<file path="config.mk">
export PLATFORM = sky130hd
export DESIGN_NAME = rlc_channel
export DESIGN_NICKNAME = d
export VERILOG_FILES = /design/src/rtl/route_chk_pkg.sv /design/src/rtl/route_loop_checker_channel.sv
export SDC_FILE = /design/constraint.sdc
export NUM_CORES = 1
export LEC_CHECK = 0
export CAP_MARGIN = 10
export CORE_MARGIN = 2
export CORE_UTILIZATION = 30
export DETAILED_ROUTE_END_ITERATION = 7
export HOLD_SLACK_MARGIN = 0.06
export PLACE_DENSITY = 0.61
export REMOVE_ABC_BUFFERS = 1
export SYNTH_ARGS = -nofsm -noshare
export SYNTH_HDL_FRONTEND = slang
export SYNTH_SLANG_ARGS = --single-unit
</file>
<file path="constraint.sdc">
create_clock -name clk -period 1.9 [get_ports clk]
set_input_delay 0.57 -clock clk [delete_from_list [all_inputs] [get_ports clk]]
set_output_delay 0.57 -clock clk [all_outputs]
set_load 0.1 [all_outputs]
</file>
<file path="src/rtl/route_chk_pkg.sv">
// Shared types and helpers for the routing-loop checker: FSM states,
// the Fibonacci XNOR LFSR step and per-channel seed derivation.
package route_chk_pkg;

    localparam int LFSR_W = 16;
    // Taps 16,15,13,4 expressed as bit positions 15,14,12,3
    localparam logic [LFSR_W-1:0] LFSR_TAPS    = 16'hD008;
    localparam logic [LFSR_W-1:0] SEED_DEFAULT = 16'hACE1;

    typedef enum logic [1:0] {
        IDLE  = 2'd0,
        PRIME = 2'd1,
        RUN   = 2'd2,
        HALT  = 2'd3
    } state_t;

    function automatic logic [LFSR_W-1:0] lfsr_next(input logic [LFSR_W-1:0] cur);
        return {cur[LFSR_W-2:0], ~(^(cur & LFSR_TAPS))};
    endfunction

    // Rotate the base seed left by the channel index; an all-zero result becomes 1
    function automatic logic [LFSR_W-1:0] chan_seed(input int c,
                                                    input logic [LFSR_W-1:0] base = SEED_DEFAULT);
        logic [LFSR_W-1:0] r;
        int k;
        k = c % LFSR_W;
        r = base;
        for (int i = 0; i < k; i++) begin
            r = {r[LFSR_W-2:0], r[LFSR_W-1]};
        end
        if (r == '0) begin
            r = {{(LFSR_W-1){1'b0}}, 1'b1};
        end
        return r;
    endfunction

endpackage

</file>
<file path="src/rtl/route_loop_checker_channel.sv">
// One loop channel: LFSR, transmit register, expected-bit delay line,
// return capture flop, comparator and saturating mismatch counter.
module rlc_channel
    import route_chk_pkg::*;
#(
    parameter int                HOPS    = 1,
    parameter int                ERR_W   = 16,
    parameter logic [LFSR_W-1:0] CH_SEED = SEED_DEFAULT
) (
    input  logic             clk,
    input  logic             rst_n,
    input  logic             load,
    input  logic             step,
    input  logic             compare,
    input  logic             inj,
    input  logic             loop_i,
    output logic             loop_o,
    output logic             err_flag,
    output logic [ERR_W-1:0] err_cnt
);

    localparam int               DEPTH   = HOPS + 1;
    localparam logic [ERR_W-1:0] CNT_MAX = '1;

    logic [LFSR_W-1:0] lfsr_reg;
    logic              tx_reg;
    logic              inv_reg;
    logic              cap_reg;
    logic [DEPTH-1:0]  exp_line_reg;
    logic [DEPTH-1:0]  inv_line_reg;
    logic              err_flag_reg;
    logic [ERR_W-1:0]  err_cnt_reg;
    logic              mismatch;

    // The inversion line cancels a deliberate injection, so an intact loop flags it exactly once
    assign mismatch = cap_reg != (exp_line_reg[DEPTH-1] ^ inv_line_reg[DEPTH-1]);
    assign loop_o   = tx_reg;
    assign err_flag = err_flag_reg;
    assign err_cnt  = err_cnt_reg;

    always_ff @(posedge clk) begin
        if (!rst_n) begin
            lfsr_reg     <= CH_SEED;
            tx_reg       <= 1'b0;
            inv_reg      <= 1'b0;
            cap_reg      <= 1'b0;
            exp_line_reg <= '0;
            inv_line_reg <= '0;
        end else begin
            cap_reg      <= loop_i;
            exp_line_reg <= {exp_line_reg[DEPTH-2:0], tx_reg};
            inv_line_reg <= {inv_line_reg[DEPTH-2:0], inv_reg};
            inv_reg      <= 1'b0;
            if (load) begin
                lfsr_reg <= CH_SEED;
            end else if (step) begin
                lfsr_reg <= lfsr_next(lfsr_reg);
                tx_reg   <= lfsr_reg[LFSR_W-1] ^ inj;
                inv_reg  <= inj;
            end
        end
    end

    always_ff @(posedge clk) begin
        if (!rst_n || load) begin
            err_flag_reg <= 1'b0;
            err_cnt_reg  <= '0;
        end else if (compare && mismatch) begin
            err_flag_reg <= 1'b1;
            if (err_cnt_reg != CNT_MAX) begin
                err_cnt_reg <= err_cnt_reg + ERR_W'(1);
            end
        end
    end

endmodule

</file>
==> impl_metrics.tcl <==
set metrics [dict create \
    cts_setup_buffers 0 \
    setup_viol 0 \
    setup_ws_ps 76.25 \
    port_buffers 24 \
    wire_per_inst_um 12.28 \
    synthFlopType "dfxtp_1" \
    drc 0 \
    synth-edff-count 0 \
    core_area_um2 5540 \
    antenna_found_initial 0 \
    postSynthRegisterBits 40 \
    io_pins 25 \
    vias_per_cell 4.949 \
    synth_cells 178 \
    ir_worst_vdd_v 0.0003620 \
    grt_max_degree 20 \
    hold_class "reg -> reg" \
    die_area_um2 6391 \
    drt_iter0_markers 69 \
    nets 233 \
    hold_viol 0 \
    start_kind "input pin" \
    cts_hold_buf 0 \
    grt_overflow_total 0 \
    power_leakage_nw 0.9750 \
    dp_hpwl_um 2682 \
    crit_type "in -> reg" \
    die_w_um 79.95 \
    yosys_warnings 0 \
    worstHoldStart "inv_line_reg[0]" \
    fmax_ghz 0.5483 \
    r2r-start "err_cnt[1]" \
    cap_violations 0 \
    fill_cells 552 \
    ant_nets 0 \
    ys_seq_area_share_pct 46.28 \
    synth.area.top_cells "dfxtp_1 46%, mux2i_1 9.8%, or4_1 4.3%" \
    path_clk_slew_ps 80 \
    antennaDiodeCount 0 \
    cts_resized 0 \
    utilization_pct 45.26 \
    place_congestion 0.7428 \
    finalCritPeriodShare_pct 95.99 \
    finalCriticalPeriod_ps 1824 \
    htree_levels 2 \
    worst_slew_pin_slew_ps 452.0 \
    root_buffer "clkbuf_8" \
    clock-sinks 40 \
    min_delay_worst_endpoint "inv_line_reg[1]" \
    avgSynthCellArea_um2 9.721 \
    clock_latency_ps 290 \
    grt_usage_pct 11.76 \
    r2r_cells 4 \
    netlist_area_um2 1730 \
    rsz0062_at_grt "no" \
    cts_tree "built" \
    synth_top_cell_area_share_pct 46.28 \
    slew_headroom_pct 69.63 \
    grt_pass1_wl_um 5844 \
    synth_async_sr_flop_share_pct 0 \
    wirelength_um 3646 \
    critPathCaptureType "register" \
    yosysUniqueCellTypes 38 \
    cts-buffers-inserted 5 \
    drive_gt1_share_pct 25.33 \
    yosysMostFrequentCell "dfxtp_1" \
    arrival_ps 1990 \
    crit_fanout 5 \
    grt_pass1_vias 1270 \
    synth_common_cells "40 x dfxtp_1, 17 x mux2i_1, 17 x nand2_1, 13 x a21oi_1, 11 x nor2_1" \
    holdWs_ps 436.8 \
    drtPass1Iterations 4 \
    hold_depth 1 \
    cp_data_required_time_ps 2060 \
    preCtsSetupSlack_ps -217.3 \
    initial_core_util_pct 31.23 \
    syn_to_final_growth_pct 44.90 \
    die_h_um 79.95 \
    vias 1470 \
    outcome "finished, final reports clean" \
    finalClockSkew_ps 8.397 \
    cts_buffer_depth 2 \
    power_density_nw_per_um2 722.5 \
    rows 27 \
    yosys.area.top_type "dfxtp_1" \
    timing.rr.end "err_cnt[2]" \
    drv_slew 0 \
    r2r_setup_slack_ps 140 \
]
-- cells by family after synthesis --
logic type,after synthesis,share of synthesized area [%]
XOR/XNOR,5,3.470
flip-flops,40,46.28
AND/OR/NAND/NOR,75,25.02
buffers and inverters,9,3.181
multiplexers,17,9.834
adder cells (fa/ha/maj),1,0.7230
AO/OA/AOI/OAI,31,11.50
-- stage by stage --
step | power, mW | TNS [ps] | cells | area (µm²)
after floorplan | 0.9562 | -8881 | 170 | 1679
after global placement | 1.017 | -1483 | 290 | 2370
after detailed placement | 1.019 | -1738 | 290 | 2370
after CTS | 1.825 | 0 | 297 | 2499
after global routing | 1.870 | 0 | 297 | 2507
final | 1.811 | 0 | 297 | 2507
-- cells in the final DEF (no fill, tap or decap), types with 2 or more instances in the layout --
master and count:
buf_12 18, and4_1 2, and3_2 3, nor3_1 2, and2_1 6, nand4_1 3
nor2b_1 2, mux2i_1 17, and3_1 2, xnor2_1 4, or4_1 10, nand2_1 17
clkdlybuf4s50_1 6, dfxtp_1 40, o31ai_1 9, buf_4 24, nand3_1 8, nand2b_1 2
o21ai_0 3, nor2_1 11, bufinv_16 2, clkbuf_8 5, a21oi_1 13
-- report_power, final --
part	switching, mW	internal, mW
Combinational	0.0703	0.0627
Clock	0.295	0.517
Sequential	0.0109	0.855
Total	0.377	1.43
-- area by class of cell --
class / instances / area (µm²) / share of cell area, %
tap: 72 / 90.09 / 3.593
multi-input combinational: 129 / 883.3 / 35.23
clock buffer: 5 / 68.82 / 2.745
timing repair buffer: 48 / 600.6 / 23.95
sequential: 40 / 800.8 / 31.94
clock inverter: 2 / 60.06 / 2.395
inverter: 1 / 3.754 / 0.1497
-- how the worst max path moves through the flow --
stage,cells after the start,slack [ps],to,startpoint
floorplan,5,-640,err_cnt[5],err_cnt[0]
global placement,4,-180,err_cnt[13],compare
detailed placement,4,-220,err_cnt[15],compare
CTS,4,60,err_cnt[15],compare
global route,5,10,err_cnt[8],compare
finish,5,80,err_cnt[8],compare
-- critical path, cell delays in order --
cell and delay, ps:
clkdlybuf4s50_1 590, nand3_1 180, buf_4 180, o311ai_0 330
o41ai_1 140
-- layer usage --
layer | vias up | track usage, % | wire (µm)
met5 | - | 0 | 0
met4 | 0 | 3.559 | 34
met3 | 5 | 4.751 | 176
met2 | 25 | 17.75 | 1658
met1 | 695 | 15.33 | 1777
li1 | 745 | - | -
Note: power is estimated with default switching activity, not from simulation.
